[src/rtl/regfile_dump.sv]
// regfile_dump: walks a register address range over one regfile read port and streams each value out
module regfile_dump #(
    parameter int DW = 32,
    parameter int AW = 5
) (
    input  logic          clk,
    input  logic          reset,
    input  logic          start,
    input  logic [AW-1:0] first_addr,
    input  logic [AW-1:0] last_addr,
    output logic [AW-1:0] ra,
    input  logic [DW-1:0] rd,
    output logic          out_valid,
    input  logic          out_ready,
    output logic [DW-1:0] out_data,
    output logic [AW-1:0] out_addr,
    output logic          out_last,
    output logic          busy,
    output logic          done
);
    typedef enum logic [1:0] {IDLE, READ, DRAIN} state_t;

    state_t        state, state_nxt;
    logic [AW-1:0] last;
    logic          free, hs, at_last;

    assign hs      = out_valid && out_ready;
    assign free    = !out_valid || out_ready;
    assign at_last = ra == last;

    // state register
    always_ff @(posedge clk or posedge reset) begin
        if (reset) state <= IDLE;
        else       state <= state_nxt;
    end

    // next state: READ leaves once the final address is captured, DRAIN once it is accepted
    always_comb begin
        state_nxt = (state == IDLE && start)          ? READ  :
                    (state == READ && free && at_last) ? DRAIN :
                    (state == DRAIN && hs)             ? IDLE  : state;
    end

    // state-derived outputs
    always_comb begin
        busy = state != IDLE;
    end

    // read pointer, range latch and output word register
    always_ff @(posedge clk or posedge reset) begin
        if (reset) begin
            ra        <= '0;
            last      <= '0;
            out_valid <= 1'b0;
            out_data  <= '0;
            out_addr  <= '0;
            out_last  <= 1'b0;
            done      <= 1'b0;
        end else begin
            done <= state == DRAIN && hs;
            if (state == IDLE && start) begin
                ra   <= first_addr;
                last <= last_addr;
            end
            if (state == READ && free) begin
                out_data  <= rd;
                out_addr  <= ra;
                out_valid <= 1'b1;
                out_last  <= at_last;
                if (!at_last) ra <= ra + AW'(1);
            end
            if (state == DRAIN && hs) begin
                out_valid <= 1'b0;
                out_last  <= 1'b0;
            end
        end
    end
endmodule

[config.mk]
export PLATFORM = sky130hd
export DESIGN_NAME = regfile_dump
export DESIGN_NICKNAME = d
export VERILOG_FILES = /design/src/rtl/regfile_dump.sv
export SDC_FILE = /design/constraint.sdc
export NUM_CORES = 1
export LEC_CHECK = 0
export BUFFER_PORTS_ARGS = -buffer_cell sky130_fd_sc_hd__clkbuf_2
export CAP_MARGIN = 10
export CORE_MARGIN = 2
export CORE_UTILIZATION = 35
export CTS_CLUSTER_DIAMETER = 120
export CTS_CLUSTER_SIZE = 12
export DETAILED_ROUTE_END_ITERATION = 6
export GPL_ROUTABILITY_DRIVEN = 0
export HOLD_SLACK_MARGIN = 0.12
export PLACE_DENSITY = 0.61
export SYNTH_ARGS = -nofsm -noshare
export SYNTH_HDL_FRONTEND = slang
export SYNTH_SLANG_ARGS = --single-unit
[constraint.sdc]
create_clock -name clk -period 2.3 [get_ports clk]
set_clock_uncertainty 0.2 [all_clocks]
set_input_delay 0.115 -clock clk [delete_from_list [all_inputs] [get_ports clk]]
set_output_delay 0.115 -clock clk [all_outputs]
set_load 0.02 [all_outputs]
### Word-level counts from Yosys, hierarchy flattened

Cells that the tools add are included.

* word-level logic and storage cells: 33
* output and inout bits: 46
* input port bits: 46
* register bits after elaboration: 52

* reductions and logical operators: 11
* add/subtract/negate cells: 1
* mux-type cells: 10
* equal/unequal tests: 3

Operators with widths (number)
* 5-bit two-way mux: 3
* 2-bit two-way mux: 3
* 5-bit by 1-bit adder with 5-bit output (second input constant): 1
* 5-bit equality test: 1
* 1-bit logical AND: 5
* 1-bit two-way mux: 4
* 2-bit nonzero test: 2
* 3-bit nonzero test: 1
* 2-bit by 1-bit equality test with 1-bit output (second input constant): 1
* 2-bit equality test (second input constant): 1
* 2-bit logical NOT: 1
* 1-bit logical NOT: 1
* 1-bit logical OR: 1

### Longest topological paths before layout

Gate-level depths: netlist of the first run.

* word-level depth: 6
* depth in mapped cells: 7
* mapped depth without buffers: 5

### Worst setup path after synthesis of the first run

OpenSTA, ideal clock, no wires.

* path kind: register to register
* start point: register ra[0]
* end point: register ra[2]
* cell stages (with the launch flop): 6
* path slack: 449 ps
* buffers on the path: 0
* arrival: 1570 ps
* setup time: 80 ps
* data required time: 2020 ps
* clock period less this slack: 1851 ps
* cells stage by stage: dfrtp_1 > xnor2_2 > o221ai_2 > nor2_2 > mux2_2 > nor3_2

* cells in the longest elaborated chain, start to end: 3
* elaborated cells on any way between the ends: 4
* those cells by class: add/sub: 1; eq/ne: 1; mux: 2

RTL lines
* start: declaration: line 11 `output logic [AW-1:0] ra,`
* start signal: assignment: line 62 `ra <= first_addr;`
* start signal: assignment: line 70 `if (!at_last) ra <= ra + AW'(1);`
* 5-bit by 1-bit adder with 5-bit output or 5-bit equality test (tied branches): line 70, 29
* 5-bit two-way mux (*): line 70
* 5-bit two-way mux (*): line 65 `if (state == READ && free) begin`

Mark *: on every way between the ends. The rest lies on a longest branch, timed or not.
A chain may end at the register's enable or synchronous reset.

### Worst setup path in the final report of the first run

* start point: register state[0]
* end point: register last[0]

* cells in the longest elaborated chain, start to end: 2

RTL lines
* start: declaration: line 23 `state_t state, state_nxt;`
* start signal: assignment: line 34 `else state <= state_nxt;`
* 2-bit logical NOT: line 61 `if (state == IDLE && start) begin`
* 1-bit logical AND: line 61
* end signal: assignment: line 63 `last <= last_addr;`
* end: declaration: line 24 `logic [AW-1:0] last;`

No other way between the ends.

==> flow_metrics.env, run 1 <==
export IMPL_die_area_sq_um=7230
export IMPL_overflow=0
export IMPL_path_cells="or2_1 -> nor2_1 -> buf_4 -> nand2_1 -> dlygate4sd3_1 -> nand2_1"
export IMPL_clock_power_share_pct=12.0
export IMPL_fmax_ghz=0.514
export IMPL_crit_family="buffers and inverters"
export IMPL_cp_start_kind="flop"
export IMPL_hold_ws_ns=0.129
export IMPL_cpMostUsedCell="nand2_1"
export IMPL_path_clk_slew_ns=0.09
export IMPL_hpwl_um=3640
export IMPL_cpPeakStageDelay_ns=0.55
export IMPL_dr_pass1_iters=4
export IMPL_synth_distinct_cells=42
export IMPL_critPathBufInv=2
export IMPL_max_cap_viol_count=0
export IMPL_power_internal_uw=2450
export IMPL_crit_fanout=13
export IMPL_arrival_ns=2.00
export IMPL_yosys_warnings=0
export IMPL_wl_um=5550
export IMPL_synth_cells=253
export IMPL_drive_gt1_share_pct=29.9
export IMPL_netSwitchingFraction_pct=45.7
export IMPL_clk_latency_ns=0.31
export IMPL_ys_seq_elements=52
export IMPL_tritoncts="yes"
export IMPL_track_usage_pct=16.2
export IMPL_drt_iter0_drc=89
export IMPL_ant_nets=0
export IMPL_pwr_share_seq_pct=37.0
export IMPL_via_count=2089
export IMPL_p_switching_uw=2060
export IMPL_wl_per_cell_um=11.9
export IMPL_hp_class="input pin to flop"
export IMPL_final_nets=437
export IMPL_cts_buffer_depth=2
export IMPL_yosysSeqAreaShare_pct=56.6
export IMPL_required_ns=2.35
export IMPL_critPathCaptureType="flop"
export IMPL_syn2layout_area_growth_pct=47.8
export IMPL_worst_pin_slew_ns=0.419
export IMPL_via_per_inst=4.46
export IMPL_grt_antenna_before_repair=0
export IMPL_relSlewSlack_pct=72.1
export IMPL_coreArea_sq_um=6350
export IMPL_grt_max_degree=53
export IMPL_finalCriticalPeriod_ns=1.94
export IMPL_synth_edf_count=0
export IMPL_ir_worst_vdd_mv=0.693
export IMPL_synth_nets=300
export IMPL_ys_async_sr_fraction_pct=100
export IMPL_synthFlopType="dfrtp_1"
export IMPL_critPathSlowestCell="dlygate4sd3_1"
export IMPL_rsz0062_at_grt="false"
export IMPL_fin_crit_sh_pct=84.6
export IMPL_io_buffers=91
export IMPL_die_w_um=85.0
export IMPL_p_per_area_nw_per_um2=1330
export IMPL_p_comb_share_pct=51.0
export IMPL_root_buffer="clkbuf_8"
export IMPL_die_h_um=85.0
export IMPL_finalSetupViolCount=0
export IMPL_drv_slew=0
export IMPL_row_count=29
export IMPL_p_leak_uw=0.00181
export IMPL_pin_count=92
export IMPL_cts_max_level=2
export IMPL_antennaDiodeCount=0
export IMPL_cts_sinks=52
export IMPL_total_power_uw=4500
export IMPL_grt_pass1_vias=2002
export IMPL_avgSynthCellArea_sq_um=9.08
export IMPL_worstSetupPathType="flop to flop"
export IMPL_fin_setup_tns_ns=0
export IMPL_status="finished clean"
export IMPL_cts_made_buffers=5
export IMPL_drc_errors=0
export IMPL_netlist_area_sq_um=2300
export IMPL_cts_resized=0
export IMPL_grt_pass1_wl_um=9370
export IMPL_initial_core_util_pct=36.2
export IMPL_hold_viol=0
export IMPL_fillers=611
==> through the flow <==
step                      worst slack [ns]  util (%)  std cells  cell area, sq um
after floorplan                      0.449         -        253              2300
after global placement               0.440      44.5        412              2820
after detailed placement             0.439      44.5        412              2820
after CTS                            0.346      53.5        468              3400
after global routing                 0.227      53.5        468              3400
final                                0.355      53.5        468              3400
==> path summary, 6_finish.rpt <==
check | startpoint | end | slack [ns] | depth (start not counted)
worst max-delay path | state[0] | last[0] | 0.36 | 6
worst min-delay path | start | state[0] | 0.13 | 6
worst max register to register | state[0] | last[0] | 0.36 | 6
worst min register to register | out_data[20] | out_data[20] | 0.28 | 2
max in group asynchronous | reset | out_data[20] | 1.46 | 4
min in group asynchronous | reset | out_data[0] | 0.18 | 4
==> synthesized netlist by cell type, types with 2 or more instances <==
library cell,instances,area (sq um)
clkbuf_1,3,11.3
nand3_1,3,15.0
nor2_2,2,12.5
nand2_1,128,480
or2_1,2,12.5
nor3_1,4,20.0
a21oi_1,4,20.0
xnor2_1,2,17.5
mux2i_1,2,20.0
inv_1,4,15.0
o31a_1,2,17.5
buf_6,2,22.5
dfrtp_1,52,1300
o21ai_0,2,10.0
buf_2,8,40.0
nor2_1,7,26.3
==> metal layers <==
metal / GRT usage [%] / up-vias / part of all wire, %
met5: 0 / - / 0
met3: 3.40 / 7 / 5.0
met4: 5.19 / 0 / 1.2
met1: 21.0 / 952 / 44
li1: - / 1076 / -
met2: 27.3 / 54 / 50
==> cells in the final DEF, fill, tap and decap left out, drive strengths merged, types with 3 or more instances in the layout <==
cell and count:
nand2 128, nor3 5, clkbuf 97, o21ai 3
nor2 9, dfrtp 52, inv 5, xnor2 3
dlygate4sd3 48, buf 4, nand3 3, a21oi 4
==> power groups by stage <==
stage	Sequential, uW	Combinational [uW]	Clock [uW]
finish	1670	2300	540
global route	1750	2550	602
CTS	1670	2330	564
detailed placement	1690	2260	0
global placement	1680	2230	0
floorplan	2090	1180	0
==> cells by family (layout without fill, tap and decap cells) <==
group / count (synthesis) / after routing / synth area share [%]
buffers and inverters: 18 / 156 / 4.03
AO/OA/AOI/OAI: 19 / 19 / 6.97
adder cells (fa/ha/maj): 1 / 1 / 0.544
XOR/XNOR: 3 / 3 / 1.47
AND/OR/NAND/NOR: 157 / 157 / 29.0
multiplexers: 3 / 3 / 1.36
flip-flops: 52 / 52 / 56.6
==> state kept, by name, summed over array words and instances (netlist names) <==
name,flops
out_addr,5
out_data,32
out_last,1
ra,5
last,5
state,2
out_valid,1
done,1
==> timing repair <==
action / 4_1_cts / 5_1_grt
hold buffers: 48 / 0
hold endpoints to repair: 98 / 0
setup endpoints to repair: 0 / 0
setup buffers: 0 / 0
==> layout make-up <==
cell class	count	area, sq um	share of cell area, %
clock buffers	6	82.6	2.43
clock inverters	2	10.0	0.295
inverters	5	18.8	0.552
multi-input cells	183	910	26.8
flip-flops and latches	52	1300	38.3
well taps	77	96.3	2.84
repair buffers	143	978	28.8
==> tightest hold or removal path, stage by stage <==
cell,delay (ns)
clkbuf_2,0.10
inv_1,0.05
nor2_1,0.04
buf_4,0.17
nor2_1,0.09
a31oi_1,0.04
Power figures use the tool's default switching activity.
==> run 2: changes to the inputs <==
Settings changed: ABC_AREA from default to 1, PLACE_DENSITY 0.61 to 0.62.
Clock period 2.3 ns to 2 ns, I/O delays scaled along.
==> run 2 against run 1 <==
Sequential share of layout area rose by 1.1 points. Wire length is 4.4% lower. Design area shrank 2.8%. Non-clock buffer count fell by 2. Sequential cell count unchanged. First-iteration DRC count down 6.7%. Via count shrank 3.2%. Combinational power barely moved. Largest power group unchanged.
==> flow_metrics.env, run 2 <==
export IMPL_cp_start_kind="flop"
export IMPL_r2r_slack_ns=0.16
export IMPL_worstSetupPathType="flop to flop"
export IMPL_hp_class="input pin to async pin"
export IMPL_cpPeakStageDelay_ns=0.58
export IMPL_required_ns=2.06
export IMPL_io_buffers=91
export IMPL_globalRouteMet2Util_pct=29.4
export IMPL_fin_ws_ns=0.158
export IMPL_synth_top_cell_by_area="dfrtp_1"
export IMPL_max_cap_viol_count=0
export IMPL_cts_buffer_depth=2
export IMPL_dr_pass1_iters=4
export IMPL_ys_async_sr_fraction_pct=100
export IMPL_row_count=28
export IMPL_wl_per_cell_um=11.4
export IMPL_drt_iter0_drc=83
export IMPL_place_area_sq_um=2700
export IMPL_final_area_sq_um=3300
export IMPL_wl_um=5310
export IMPL_clock_power_share_pct=15.8
export IMPL_relSlewSlack_pct=71.4
export IMPL_p_leak_uw=0.00183
export IMPL_synth_top_area_share_pct=60.2
export IMPL_antennaDiodeCount=0
export IMPL_rsz0062_at_grt="false"
export IMPL_top_register="out_data"
export IMPL_grt_pass1_vias=1939
export IMPL_die_area_sq_um=6820
export IMPL_synth_common_cells="125 x nand2_1, 52 x dfrtp_1, 14 x inv_1"
export IMPL_track_usage_pct=16.1
export IMPL_worst_pin_slew_ns=0.430
export IMPL_fmax_ghz=0.543
export IMPL_overflow=0
export IMPL_ir_worst_vdd_mv=0.593
export IMPL_power_internal_uw=2800
export IMPL_p_switching_uw=2180
export IMPL_ant_nets=0
export IMPL_p_per_area_nw_per_um2=1510
export IMPL_die_w_um=82.6
export IMPL_clk_latency_ns=0.31
export IMPL_cts_max_level=2
export IMPL_coreArea_sq_um=5960
export IMPL_fillers=577
export IMPL_place_ws_ns=0.142
export IMPL_final_cell_mix="125 x nand2_1, 91 x clkbuf_2, 52 x dfrtp_1"
export IMPL_netSwitchingFraction_pct=43.8
export IMPL_path_cells="nor2_2 -> nand3_1 -> dlygate4sd3_1 -> nand2_1 -> inv_1 -> nand2_1 -> nand2_1 -> inv_1"
export IMPL_via_count=2023
export IMPL_synth_nets=298
export IMPL_finalSetupViolCount=0
export IMPL_largest_reg_flops=32
export IMPL_cts_made_buffers=5
export IMPL_path_clk_slew_ns=0.10
export IMPL_finalCriticalPeriod_ns=1.84
export IMPL_critPathCaptureType="flop"
export IMPL_pwr_share_seq_pct=38.0
export IMPL_gr_usage_met3_pct=2.72
export IMPL_synthFlopType="dfrtp_1"
export IMPL_syn2layout_area_growth_pct=52.8
export IMPL_top_usage_layer="met2"
export IMPL_critPathSlowestCell="dlygate4sd3_1"
export IMPL_synth_edf_count=0
export IMPL_arrival_ns=1.90
export IMPL_drive_gt1_share_pct=28.6
export IMPL_p_comb_share_pct=46.1
export IMPL_via_per_inst=4.34
export IMPL_yosys_warnings=0
export IMPL_grt_max_degree=45
export IMPL_avgSynthCellArea_sq_um=8.61
export IMPL_mostFrequentLayoutCell="nand2_1"
export IMPL_gr_usage_met1_pct=18.6
export IMPL_initial_core_util_pct=36.3
export IMPL_fin_setup_tns_ns=0
export IMPL_regToRegEndpoint="ra[0]"
export IMPL_fin_crit_sh_pct=92.1
export IMPL_stdcell_count=466
export IMPL_drv_slew=0
export IMPL_die_h_um=82.6
export IMPL_post_cts_buffers=0
export IMPL_r2r_start="state[1]"
export IMPL_grt_antenna_before_repair=0
export IMPL_tritoncts="yes"
export IMPL_synth_distinct_cells=20
export IMPL_grt_pass1_wl_um=8400
export IMPL_yosysMostFrequentCell="nand2_1"
export IMPL_drc_errors=0
export IMPL_pin_count=92
export IMPL_final_nets=437
export IMPL_hold_viol=0
export IMPL_cpMostUsedCell="nand2_1"
export IMPL_ff2ff_path_depth=8
export IMPL_total_power_uw=4990
export IMPL_root_buffer="clkbuf_8"
export IMPL_crit_fanout=4
export IMPL_synth_area_leaders="dfrtp_1 60%, nand2_1 22%, inv_1 2.4%"
export IMPL_status="finished clean"
export IMPL_synth_cells=251
export IMPL_numPlacedInstances=411
export IMPL_cts_sinks=52
export IMPL_hpwl_um=3350
export IMPL_yosysSeqAreaShare_pct=60.2
export IMPL_netlist_area_sq_um=2160
export IMPL_ys_seq_elements=52
## run 2: cell types whose count changed after synthesis, moves of 3 or more
| cell | previous run | this run |
|---|---|---|
| o21ai_0 | 2 | 6 |
| o21ai_1 | 0 | 4 |
| inv_1 | 4 | 14 |
| a21oi_1 | 4 | 8 |
| nor2_1 | 7 | 13 |
| nand2_1 | 128 | 125 |
| buf_4 | 0 | 4 |
| nor3_1 | 4 | 0 |
| nand3_1 | 3 | 6 |
| buf_2 | 8 | 3 |
## run 2: cell type report
type	count	area [sq um]	area share (%)
Clock buffer	7	96.3	2.92
Clock inverter	1	30.0	0.910
Inverter	16	62.6	1.90
Multi-Input combinational cell	174	756	22.9
Sequential cell	52	1300	39.4
Tap cell	75	93.8	2.84
Timing Repair Buffer	141	961	29.1
## run 2: stage by stage
stage               util [%]  hold slack, ns
global placement        45.3         -0.0966
CTS                     55.3           0.132
detailed placement      45.3         -0.0933
finish                  55.4           0.128
floorplan                  -          0.0168
global route            55.4           0.195
## run 2: worst max-delay path by stage
stage | from | endpoint
after CTS | state[1] | ra[0]
after detailed placement | out_valid | out_valid
after floorplan | reset | done
final | state[1] | ra[0]
after global placement | out_valid | out_valid
after global routing | state[1] | ra[0]
## run 2: power groups by stage
stage	combinational (uW)	clock, uW	sequential (uW)
2_1_floorplan	1040	0	2390
3_3_place_gp	2210	0	1910
3_5_place_dp	2260	0	1910
4_1_cts	2340	812	1900
5_1_grt	2580	847	1970
6_report	2300	789	1900
## run 2: logic make-up after synthesis
logic type	share of synthesized area (%)
simple gates	27.2
flops	60.2
buf+inv	5.21
compound gates	4.17
xor+xnor	1.62
mux	1.04
fa+ha+maj	0.579
## run 2: critical path: cells and delay by family (launching register included)
| kind | cells | cell delay [ns] |
|---|---|---|
| buffers and inverters | 3 | 0.66 |
| flip-flops | 1 | 0.45 |
| AND/OR/NAND/NOR | 5 | 0.50 |
## run 2: what timing repair did
action / 4_1_cts / 5_1_grt
hold endpoints to repair: 99 / 0
setup endpoints to repair: 0 / 2
hold buffers: 47 / 0
resized for setup: 0 / 3
## run 2: per-layer routing
layer,wire length [um],up-vias
met4,76,0
li1,-,1044
met1,2300,916
met5,0,-
met2,2690,56
met3,240,7
==> run 3: changes to the inputs <==
Settings changed: ABC_AREA 1 to default, PLACE_DENSITY 0.62 to 0.61, TNS_END_PERCENT from default to 5.
==> run 3 against run 2 <==
Sequential power barely moved. Worst setup slack improved by 0.023 ns. Hold slack improved by 0.038 ns. Non-clock buffer count rose by 5. Wire length rose by 9.8%. Largest cell class unchanged. Sequential share of layout area fell by 1.2 points.
==> flow_metrics.env, run 3 (same netlist as run 1, synthesis figures left out) <==
export IMPL_io_buffers=91
export IMPL_arrival_ns=1.85
export IMPL_finalCriticalPeriod_ns=1.82
export IMPL_post_cts_buffers=0
export IMPL_wl_per_cell_um=12.4
export IMPL_drv_slew=0
export IMPL_hold_ws_ns=0.166
export IMPL_via_count=2110
export IMPL_grt_pass1_wl_um=9780
export IMPL_rsz0062_at_grt="false"
export IMPL_numPlacedInstances=418
export IMPL_cts_sinks=52
export IMPL_initial_core_util_pct=36.2
export IMPL_fin_ws_ns=0.181
export IMPL_critPathBufInv=0
export IMPL_cp_start_kind="flop"
export IMPL_overflow=0
export IMPL_p_leak_uw=0.00182
export IMPL_crit_family="compound AO/OA/AOI/OAI gates"
export IMPL_die_area_sq_um=7230
export IMPL_fin_crit_sh_pct=91.0
export IMPL_ir_worst_vdd_mv=0.802
export IMPL_critPathSlowestCell="dfrtp_1"
export IMPL_grt_max_degree=53
export IMPL_hold_viol=0
export IMPL_path_cells="xnor2_2 -> o221ai_2 -> o31ai_4 -> o22ai_2 -> nor3b_2"
export IMPL_required_ns=2.03
export IMPL_root_buffer="clkbuf_8"
export IMPL_status="finished clean"
export IMPL_fin_setup_tns_ns=0
export IMPL_fillers=593
export IMPL_drt_iter0_drc=64
export IMPL_place_ws_ns=0.168
export IMPL_drc_errors=0
export IMPL_clk_latency_ns=0.31
export IMPL_critPathCaptureType="flop"
export IMPL_top_register="out_data"
export IMPL_hpwl_um=3820
export IMPL_final_cell_mix="128 x nand2_1, 91 x clkbuf_2, 52 x dfrtp_1"
export IMPL_ant_nets=0
export IMPL_dr_pass1_iters=4
export IMPL_max_cap_viol_count=0
export IMPL_track_usage_pct=17.1
export IMPL_path_clk_slew_ns=0.10
export IMPL_die_w_um=85.0
export IMPL_p_per_area_nw_per_um2=1540
export IMPL_antennaDiodeCount=0
export IMPL_mostFrequentLayoutCell="nand2_1"
export IMPL_drive_gt1_share_pct=31.0
export IMPL_grt_antenna_before_repair=0
export IMPL_final_nets=440
export IMPL_via_per_inst=4.49
export IMPL_largest_reg_flops=32
export IMPL_tritoncts="yes"
export IMPL_ff_latch_area_sq_um=1300
export IMPL_syn2layout_area_growth_pct=48.0
export IMPL_hp_class="input pin to async pin"
export IMPL_fmax_ghz=0.550
export IMPL_die_h_um=85.0
export IMPL_worstSetupPathType="flop to flop"
export IMPL_pin_count=92
export IMPL_row_count=29
export IMPL_cts_max_level=2
export IMPL_cts_made_buffers=5
export IMPL_cts_buffer_depth=2
export IMPL_crit_fanout=7
export IMPL_multi_input_area_sq_um=910
export IMPL_wl_um=5830
export IMPL_grt_pass1_vias=2118
export IMPL_cpPeakStageDelay_ns=0.48
export IMPL_coreArea_sq_um=6350
export IMPL_relSlewSlack_pct=71.2
export IMPL_stdcell_count=470
export IMPL_finalSetupViolCount=0
export IMPL_worst_pin_slew_ns=0.433
-- run 3: cell types whose count changed in the layout (fill, tap and decap cells not counted), sizes merged, moves of 4 or more --
cell   before  now
inv        16    5
buf         3   10
o21ai      10    3
a21oi       8    4
nand3       7    3
nor2       13    9
nor3        1    5
-- run 3: layout make-up --
| type | count | area share [%] |
|---|---|---|
| sequential | 52 | 38.3 |
| multi-input combinational | 183 | 26.7 |
| inverter | 5 | 0.552 |
| tap | 77 | 2.83 |
| clock buffer | 5 | 2.02 |
| timing repair buffer | 146 | 29.2 |
| clock inverter | 2 | 0.368 |
-- run 3: path summary, 6_finish.rpt --
kind	start	end	slack, ns	cells past startpoint
setup / recovery	ra[0]	ra[3]	0.18	5
hold / removal	reset	out_data[28]	0.17	4
setup reg to reg	ra[0]	ra[3]	0.18	5
hold reg to reg	out_data[18]	out_data[18]	0.28	2
max in group asynchronous	reset	out_data[16]	1.20	4
min in group clk	out_data[18]	out_data[18]	0.28	2
-- run 3: worst register-to-register path: stages (launching register included) --
cell	delay, ns
dfrtp_1	0.48
xnor2_2	0.17
o221ai_2	0.14
o31ai_4	0.45
o22ai_2	0.15
nor3b_2	0.16
-- run 3: metrics by stage --
stage | area (sq um) | power [uW] | utilization [%]
after floorplan | 2300 | 3760 | -
after global placement | 2870 | 4580 | 45.2
after detailed placement | 2870 | 4640 | 45.2
after CTS | 3400 | 5300 | 53.6
after global routing | 3400 | 5710 | 53.6
final | 3400 | 5240 | 53.6
-- run 3: report_power, final --
group          internal [uW]  leakage, uW  switching [uW]
Combinational           1030      0.00115            1720
Sequential              1560     0.000630             339
Clock                    238    0.0000400             351
Total                   2830      0.00182            2410
-- run 3: timing repair --
action | 4_1_cts | 5_1_grt
hold buffers | 45 | 0
resized for setup | 0 | 0
hold endpoints to repair | 99 | 0
-- run 3: routing by layer --
layer  GRT usage (%)  vias up  share of wire, %
li1                -     1080                 -
met1            20.7      959                45
met2            29.8       59                48
met3            4.47       12               4.9
met4            5.19        0               2.3
met5               0        -                 0
